$ cat config.mk
export PLATFORM = sky130hd
export DESIGN_NAME = uart_cmd_parser
export DESIGN_NICKNAME = d
export VERILOG_FILES = /design/src/rtl/uart_cmd_parser.sv
export SDC_FILE = /design/constraint.sdc
export NUM_CORES = 2
export LEC_CHECK = 0
export ABC_AREA = 1
export BUFFER_PORTS_ARGS = -buffer_cell sky130_fd_sc_hd__buf_2
export CORE_AREA = 8 8 418 420
export DETAILED_ROUTE_END_ITERATION = 10
export DIE_AREA = 0 0 426 428
export GPL_TIMING_DRIVEN = 0
export PLACE_DENSITY = 0.52
export SLEW_MARGIN = 20
export SYNTH_ARGS = -nofsm -noshare
export SYNTH_HDL_FRONTEND = slang
export SYNTH_SLANG_ARGS = --single-unit
$ cat constraint.sdc
create_clock -name sys_clk -period 4.4 [get_ports sys_clk]
set_clock_uncertainty 0.05 [all_clocks]
set_input_delay 0.44 -clock sys_clk [delete_from_list [all_inputs] [get_ports sys_clk]]
set_output_delay 0.44 -clock sys_clk [all_outputs]
set_load 0.005 [all_outputs]
$ cat src/rtl/uart_cmd_parser.sv
// uart_cmd_parser
//   Parses a received UART frame payload of the form "K=<dec>[;K=<dec>...]",
//   scanning one byte per clock. It emits one register-write strobe per valid
//   command and one error strobe per malformed or overflowing command.
//
//   Optional feature: define UART_CMD_HEX_EN to accept hex values "K=0x<hex>".
//   A hex value is loaded raw into cmd_data, with no sign applied.
//
// Ports
//   sys_clk    : system clock, rising edge
//   sys_rst    : synchronous active-high reset
//   rx_string  : payload, byte i = rx_string[8i+7:8i]
//   rx_length  : payload length in bytes (clamped to STR_BYTES)
//   rx_done    : 1-cycle frame-valid pulse (sampled only when idle)
//   cmd_vld    : 1-cycle strobe qualifying cmd_addr/cmd_data
//   cmd_addr   : key index, 'A'->0 .. 'Z'->25
//   cmd_data   : parsed two's-complement value
//   parse_err  : 1-cycle error strobe, err_pos = offending byte index
//   busy       : high while a frame is being scanned
//   done       : 1-cycle strobe, frame fully scanned
module uart_cmd_parser #(
  parameter int STR_BYTES = 128,
  parameter int DATA_W    = 32
) (
  input  logic                   sys_clk,
  input  logic                   sys_rst,
  input  logic [STR_BYTES*8-1:0] rx_string,
  input  logic [7:0]             rx_length,
  input  logic                   rx_done,
  output logic                   cmd_vld,
  output logic [4:0]             cmd_addr,
  output logic [DATA_W-1:0]      cmd_data,
  output logic                   parse_err,
  output logic [7:0]             err_pos,
  output logic                   busy,
  output logic                   done
);

`ifdef UART_CMD_HEX_EN
  typedef enum logic [2:0] {IDLE, KEY, EQ, SIGN, DIGIT, HEX, SKIP, DONE} state_t;
`else
  typedef enum logic [2:0] {IDLE, KEY, EQ, SIGN, DIGIT, SKIP, DONE} state_t;
`endif

  // Magnitude limits: the negative side may reach 2^(DATA_W-1).
  localparam logic [DATA_W+4:0] LIM_NEG = {5'b0, 1'b1, {(DATA_W-1){1'b0}}};
  localparam logic [DATA_W+4:0] LIM_POS = LIM_NEG - 1'b1;

  state_t                   state;
  logic [STR_BYTES*8-1:0]   str_q;   // shifted right one byte per scanned byte
  logic [7:0]               len_q;
  logic [7:0]               idx;
  logic [4:0]               addr_q;
  logic                     neg_q;
  logic [DATA_W:0]          acc_q;
  logic [7:0]               ndig_q;

  logic [7:0]               b;
  logic                     at_end, term, is_dig, is_uc;
  logic [3:0]               d;
  logic [DATA_W+4:0]        acc_x10;
  logic                     ovf;
  logic [DATA_W:0]          acc_neg;
  logic                     err_c, emit_c;
`ifdef UART_CMD_HEX_EN
  logic                     is_hex, hex_start;
  logic [3:0]               nib;
`endif

  assign b       = str_q[7:0];
  assign at_end  = (idx == len_q);
  // End of frame behaves like a ';' terminator.
  assign term    = at_end || (b == ";");
  assign is_dig  = (b >= "0") && (b <= "9");
  assign is_uc   = (b >= "A") && (b <= "Z");
  assign d       = b[3:0];
  // Product is computed with extra headroom so that it cannot wrap before
  // the overflow compare.
  assign acc_x10 = ({4'b0, acc_q} << 3) + ({4'b0, acc_q} << 1)
                 + {{(DATA_W+1){1'b0}}, d};
  assign ovf     = acc_x10 > (neg_q ? LIM_NEG : LIM_POS);
  assign acc_neg = -acc_q;

`ifdef UART_CMD_HEX_EN
  assign is_hex    = is_dig || ((b >= "a") && (b <= "f")) || ((b >= "A") && (b <= "F"));
  // Letters a-f/A-F have low nibble 1..6.
  assign nib       = is_dig ? b[3:0] : b[3:0] + 4'd9;
  assign hex_start = (ndig_q == 8'd1) && (acc_q == '0) && !neg_q && ((b == "x") || (b == "X"));
`endif

  // Decode of the byte under the cursor: error or command completion.
  always_comb begin
    err_c  = 1'b0;
    emit_c = 1'b0;
    case (state)
      KEY:   err_c = at_end || !is_uc;
      EQ:    err_c = at_end || (b != "=");
      SIGN:  err_c = at_end || !((b == "-") || is_dig);
      DIGIT: begin
        if (term) begin
          err_c  = (ndig_q == 8'd0);
          emit_c = (ndig_q != 8'd0);
        end else if (is_dig) begin
          err_c = ovf;
`ifdef UART_CMD_HEX_EN
        end else if (hex_start) begin
          err_c = 1'b0;
`endif
        end else begin
          err_c = 1'b1;
        end
      end
`ifdef UART_CMD_HEX_EN
      HEX: begin
        if (term) begin
          err_c  = (ndig_q == 8'd0);
          emit_c = (ndig_q != 8'd0);
        end else if (is_hex) begin
          err_c = (ndig_q == 8'(DATA_W/4));
        end else begin
          err_c = 1'b1;
        end
      end
`endif
      default: ;
    endcase
  end

  always_ff @(posedge sys_clk) begin
    if (sys_rst) begin
      state     <= IDLE;
      str_q     <= '0;
      len_q     <= '0;
      idx       <= '0;
      addr_q    <= '0;
      neg_q     <= 1'b0;
      acc_q     <= '0;
      ndig_q    <= '0;
      cmd_vld   <= 1'b0;
      cmd_addr  <= '0;
      cmd_data  <= '0;
      parse_err <= 1'b0;
      err_pos   <= '0;
      busy      <= 1'b0;
      done      <= 1'b0;
    end else begin
      cmd_vld   <= 1'b0;
      parse_err <= 1'b0;
      done      <= 1'b0;

      if (state != IDLE && state != DONE) begin
        idx   <= idx + 8'd1;
        str_q <= str_q >> 8;
      end

      if (err_c) begin
        parse_err <= 1'b1;
        err_pos   <= idx;
        // An error found on a ';' has already consumed the terminator,
        // so the next command starts right away.
        if (at_end)         state <= DONE;
        else if (b == ";")  state <= KEY;
        else                state <= SKIP;
      end else if (emit_c) begin
        cmd_vld  <= 1'b1;
        cmd_addr <= addr_q;
        cmd_data <= neg_q ? acc_neg[DATA_W-1:0] : acc_q[DATA_W-1:0];
        state    <= at_end ? DONE : KEY;
      end else begin
        case (state)
          IDLE: if (rx_done) begin
            str_q <= rx_string;
            len_q <= (int'(rx_length) > STR_BYTES) ? 8'(STR_BYTES) : rx_length;
            idx   <= '0;
            busy  <= 1'b1;
            state <= (rx_length == 8'd0) ? DONE : KEY;
          end
          KEY: begin
            addr_q <= 5'(b - 8'd65);
            neg_q  <= 1'b0;
            acc_q  <= '0;
            ndig_q <= '0;
            state  <= EQ;
          end
          EQ:   state <= SIGN;
          SIGN: begin
            if (b == "-") begin
              neg_q <= 1'b1;
            end else begin
              acc_q  <= {{(DATA_W-3){1'b0}}, d};
              ndig_q <= 8'd1;
            end
            state <= DIGIT;
          end
          DIGIT: begin
`ifdef UART_CMD_HEX_EN
            if (hex_start) begin
              ndig_q <= '0;
              state  <= HEX;
            end else begin
              acc_q  <= acc_x10[DATA_W:0];
              ndig_q <= ndig_q + 8'd1;
            end
`else
            acc_q  <= acc_x10[DATA_W:0];
            ndig_q <= ndig_q + 8'd1;
`endif
          end
`ifdef UART_CMD_HEX_EN
          HEX: begin
            acc_q  <= {acc_q[DATA_W-4:0], nib};
            ndig_q <= ndig_q + 8'd1;
          end
`endif
          SKIP: begin
            if (at_end)        state <= DONE;
            else if (b == ";") state <= KEY;
          end
          DONE: begin
            done  <= 1'b1;
            busy  <= 1'b0;
            state <= IDLE;
          end
          default: state <= IDLE;
        endcase
      end
    end
  end

endmodule

; Word-level counts from Yosys, hierarchy flattened
; Index checks and enable logic that the tools add are counted.
[totals]
word_cells = 112
regBits = 1139
[op_classes]
n_eq_ne = 17
bitwise = 2
mux = 39
reduce_logical = 27
n_lt_le_gt_ge = 6
n_addsub = 6
[op_table]
columns = op, count
row1 = 1024-bit two-way mux, 5
row2 = 33-bit case mux with 3 select lines, 1
row3 = 32-bit two-way mux, 2
row4 = 8-bit two-way mux, 7
row5 = 36-bit by 34-bit adder with 37-bit output, 1
row6 = 37-bit by 4-bit adder with 37-bit output, 1
row7 = 37-bit by 32-bit > comparator with 1-bit output, 1
row8 = 33-bit two-way mux, 1
row9 = 32-bit negation, 1
row10 = 3-bit two-way mux, 9
row11 = 8-bit case mux with 3 select lines, 1
row12 = 3-bit case mux with 6 select lines, 1
row13 = "8-bit by 1-bit adder with 8-bit output, second input constant", 2
row14 = "8-bit by 6-bit equality test with 1-bit output, second input constant", 2
row15 = 8-bit logical NOT, 2
row16 = 4-bit AND reduction, 4
row17 = "3-bit equality test, second input constant", 3
row18 = 1-bit two-way mux, 9
row19 = 8-bit equality test, 1
row20 = "8-bit by 6-bit >= comparator with 1-bit output, second input constant", 1
row21 = "8-bit by 7-bit >= comparator with 1-bit output, second input constant", 1
row22 = "8-bit > comparator, second input constant", 1
row23 = "8-bit by 6-bit <= comparator with 1-bit output, second input constant", 1
row24 = "8-bit by 7-bit <= comparator with 1-bit output, second input constant", 1
row25 = other kinds (22), 38

; Depth between registers and ports, before layout
[logic_depth]
word_depth = 8
depth_mapped = 34
mapped_depth_nobuf = 34

; Worst setup path before layout
; No wires, ideal clock.
[synth_timing]
kind = reg2reg
start = register str_q[3]
end = register acc_q[14]
t_arrival_ps = 3979
setup_slack_ps = 255
setup_ps = 116
synth_period_minus_slack_ps = 4145
path_stages_with_launch = 27
path_cell_list = dfxtp_1 inv_1 fa_1 fa_1 nor2_2 or2_4 nand2_1 nand2_2 nand3_2 nand2_2 a31oi_1 o21bai_1 xnor2_1 inv_1 ha_1 nand2_1 inv_1 nand2_1 nor4_1 nand4_1 nand2_1 nand2_2 nand2_4 nand4_4 o21ai_4 buf_6 nor2_1
[synth_via]
elab_chain_len = 8
word_cells_on_any_way = 28
cone_classes = add/sub: 1 / order compare: 5 / eq/ne: 4 / mux: 6 / bitwise: 2 / reduce/logical: 10
[synth_rtl]
columns = element, line_no
row1 = from (decl), 50  ; logic [STR_BYTES*8-1:0] str_q;
row2 = from (signal assigned), 153  ; str_q <= str_q >> 8;
row3 = from (signal assigned), 172  ; str_q <= rx_string;
row4 = branches (longest 8 deep; another with 37-bit by 4-bit adder with 37-bit output), n/a
row5 = to (signal assigned), 190  ; acc_q <= {{(DATA_W-3){1'b0}}, d};
row6 = to (signal assigned), 205  ; acc_q <= acc_x10[DATA_W:0];
row7 = to (decl), 55  ; logic [DATA_W:0] acc_q;
; Several ways; the timed one is not identified.
; A chain may end at the register's enable or synchronous reset.

; Worst setup path in the final report
[layout_timing]
start = register acc_q[2]
end = register acc_q[23]
[layout_via]
elab_chain_len = 8
word_cells_on_any_way = 9
cone_classes = add/sub: 2 / order compare: 1 / mux: 4 / bitwise: 1 / reduce/logical: 1
[layout_rtl]
columns = element, line_no
row1 = 36-bit by 34-bit adder with 37-bit output *, 79  ; assign acc_x10 = ({4'b0, acc_q} << 3) + ({4'b0, acc_q} << 1)
row2 = 37-bit by 4-bit adder with 37-bit output *, 80  ; + {{(DATA_W+1){1'b0}}, d};
row3 = 37-bit by 32-bit > comparator with 1-bit output, 81  ; assign ovf = acc_x10 > (neg_q ? LIM_NEG : LIM_POS);
row4 = 1-bit two-way mux, 103  ; end else if (is_dig) begin
row5 = 1-bit two-way mux, 100  ; if (term) begin
row6 = 1-bit case mux with 4 select lines, 95  ; case (state)
row7 = 1-bit NOT (no line), n/a
row8 = 4-bit AND reduction (no line), n/a
; Every way passes the cells marked *; elsewhere a longest branch is shown, timed or not.

==> results.yml <==
placement:
  dp_hpwl_um: 204500
  port_buffers: 1082
  placed_cells: 10340
  dp_slack_ns: -1.129
  gp_congestion: 0.9731
  place_area_um2: 60360
sta:
  setup_viol: 39
  fmax_mhz: 222.9
  hold_viol: 0
  slew_headroom_pct: 27.38
  fin_crit_ns: 4.487
  whs_ns: 0.03560
  fin_crit_sh_pct: 102.0
  finalWorstSetupSlack_ns: -0.08697
  setup_tns_ns: -1.392
  rsz0062_at_grt: "yes"
  drv_slew: 0
  tightest_slew_ns: 1.089
final_layout:
  drive_above_1_share_pct: 16.59
  finalNonFillerCells: 11790
  fin_util_pct: 45.60
  design_area_um2: 76680
  area_growth_pct: 47.15
  nNetsFinal: 10470
clocking:
  cts_tree: "done"
  h-tree-depth: 4
  clk_pin_slew_ns: 0.06
  cts_max_path_buffers: 3
  clock-sinks: 1139
  cts_buffers: 138
  root_buffer: "clkbuf_16"
  insertion_delay_ns: 0.78
detailed_routing:
  ant_nets: 0
  drc: 0
  viasPerCell: 5.229
  drt_iter0_drc: 5105
  num_vias: 61630
  firstDrtPassIters: 8
  routedWlPerCell_um: 22.75
  wl_um: 268100
setup_path:
  rrSetupSlack_ns: -0.09
  arrival_ns: 5.11
  cp-end-kind: "flop"
  path_max_fanout: 4
  start_kind: "flop"
  cpMaxStageDelayCell: "fa_1"
  crit_type: "reg2reg"
  cp_common_cell: "buf_4"
  cp.required_ns: 5.02
  cp_slowest_stage_delay_ns: 0.58
floorplan:
  fp-row-count: 151
  fp.coreArea_um2: 168100
  die_h_um: 428
  start_util_pct: 30.99
  die_x_um: 426
  ios: 1084
  die_area_um2: 182300
min_path:
  hold_class: "in2reg"
synthesis:
  synth_cell_types: 55
  ys_ff_latch: 1139
  syn_nets: 8180
  synthCells: 7038
  synthFlopType: "dfxtp_1"
  synth_edf_count: 0
  ys_async_sr_fraction_pct: 0
  syn_avg_cell_area_um2: 7.404
  ys_seq_area_share_pct: 43.76
  synth_area_um2: 52110
  yosysWarnings: 0
global_route:
  gr-total-overflow: 0
  grt_pass1_vias: 61390
  grt_max_degree: 32
  grt_antenna_before_repair: 156
  grt_pass1_wl_um: 388000
  grt_usage_pct: 27.69
pwr:
  p_leak_nw: 29.99
  power.density_nw_per_um2: 618.1
  total_power_mw: 47.39
  ir_drop_mv: 0.3208
run_status:
  violations: "negative setup slack"
  status: "finished with violations"
run:
  cap_violations: 0
cell families after synthesis:
| logic type | after synthesis | synth area share (%) |
|---|---|---|
| flops | 1139 | 43.76 |
| compound gates | 1320 | 19.98 |
| simple gates | 3626 | 26.99 |
| xor+xnor | 53 | 0.8909 |
| fa+ha+maj | 107 | 2.598 |
| buf+inv | 793 | 5.775 |
critical path: cells and delay by family (launching register included):
| family | cells | cell delay, ns |
|---|---|---|
| buf+inv | 19 | 2.12 |
| flops | 1 | 0.36 |
| compound gates | 2 | 0.30 |
| simple gates | 9 | 0.68 |
| xor+xnor | 1 | 0.16 |
| fa+ha+maj | 2 | 0.74 |
synth_stat cells (2+ instances only):
| library cell | count | area [µm²] |
|---|---|---|
| inv_1 | 181 | 679.4 |
| o221ai_1 | 2 | 17.52 |
| o21ai_0 | 111 | 555.5 |
| nor2_1 | 1220 | 4579 |
| ha_1 | 105 | 1314 |
| nand3b_1 | 3 | 22.52 |
| o21bai_1 | 7 | 52.55 |
| xnor2_1 | 16 | 140.1 |
| o211ai_1 | 31 | 232.7 |
| nor4_1 | 7 | 43.79 |
| and2_1 | 2 | 12.51 |
| buf_2 | 5 | 25.02 |
| clkbuf_1 | 588 | 2207 |
| nor3b_1 | 2 | 15.01 |
| dfxtp_1 | 1139 | 22800 |
| a22oi_1 | 4 | 30.03 |
| or2_2 | 30 | 187.7 |
| nand4_1 | 10 | 62.56 |
| a21oi_1 | 148 | 740.7 |
| xor2_1 | 37 | 324.1 |
| nand2_1 | 2165 | 8127 |
| nand3_2 | 2 | 20.02 |
| a31oi_1 | 6 | 37.54 |
| buf_6 | 3 | 33.78 |
| a21o_1 | 4 | 30.03 |
| nor3_1 | 86 | 430.4 |
| inv_2 | 7 | 26.28 |
| fa_1 | 2 | 40.04 |
| buf_1 | 7 | 26.28 |
| a211oi_1 | 72 | 540.5 |
| nand2_2 | 6 | 37.54 |
| nor2_2 | 4 | 25.02 |
| a311oi_1 | 921 | 8066 |
| nand3_1 | 78 | 390.4 |
| o21ai_1 | 4 | 20.02 |
| nor3_2 | 4 | 40.04 |
cell usage in the layout, fill, tap and decap left out, drive strengths merged, types with 135 or more instances in the layout:
master | Yosys | layout
clkbuf | 588 | 793
dlygate4sd3 | 0 | 1012
inv | 188 | 195
nand2 | 2172 | 2172
nor2 | 1225 | 1225
a311oi | 921 | 921
dfxtp | 1139 | 1139
a21oi | 148 | 148
buf | 16 | 1157
diode | 0 | 135
layer usage:
layer,vias to the layer above,track usage [%],part of all wire (%)
met5,-,0,0.12
met4,48,18.30,7.7
met3,953,6.174,6.8
met2,2638,45.11,46
met1,28990,32.61,40
li1,29000,-,-
what timing repair did:
action                      CTS  global route
setup endpoints to repair    61            61
pin swaps                    27            37
buffers inserted             41            13
resized for setup            68           187
hold endpoints to repair   1007             1
gates cloned                  1             2
hold buffers               1011             1
final timing paths:
| kind | start | endpoint | cells after the start |
|---|---|---|---|
| worst max-delay path | acc_q[2] | acc_q[23] | 33 |
| worst min-delay path | rx_string[733] | str_q[733] | 3 |
| worst max register to register | acc_q[2] | acc_q[23] | 33 |
| worst min register to register | str_q[1022] | str_q[1014] | 2 |
report_power, final:
group / internal [mW] / leakage [nW] / switching (mW)
Sequential: 14.5 / 9.41 / 2.65
Combinational: 6.49 / 18.4 / 12.3
Clock: 6.67 / 2.20 / 4.82
Total: 27.7 / 30.0 / 19.7
state kept, by name, indices dropped and copies added, names as in the netlist:
signal and cells:
cmd_vld 1, busy 1, cmd_data 32, idx 8, neg_q 1, parse_err 1, str_q 1024, ndig_q 8
acc_q 33, state 3, cmd_addr 5, addr_q 5, done 1, err_pos 8, len_q 8
cell type report:
cell class,count,area (µm²)
multi-input combinational,5106,27030
sequential,1139,22840
tap,2218,2775
inverter,189,716.9
clock buffer,207,4035
buffer,603,2384
antenna,135,337.8
clock inverter,36,457.9
fill,16970,91470
timing repair buffer,2152,16100
No activity file was read; power rests on OpenSTA's default activity.
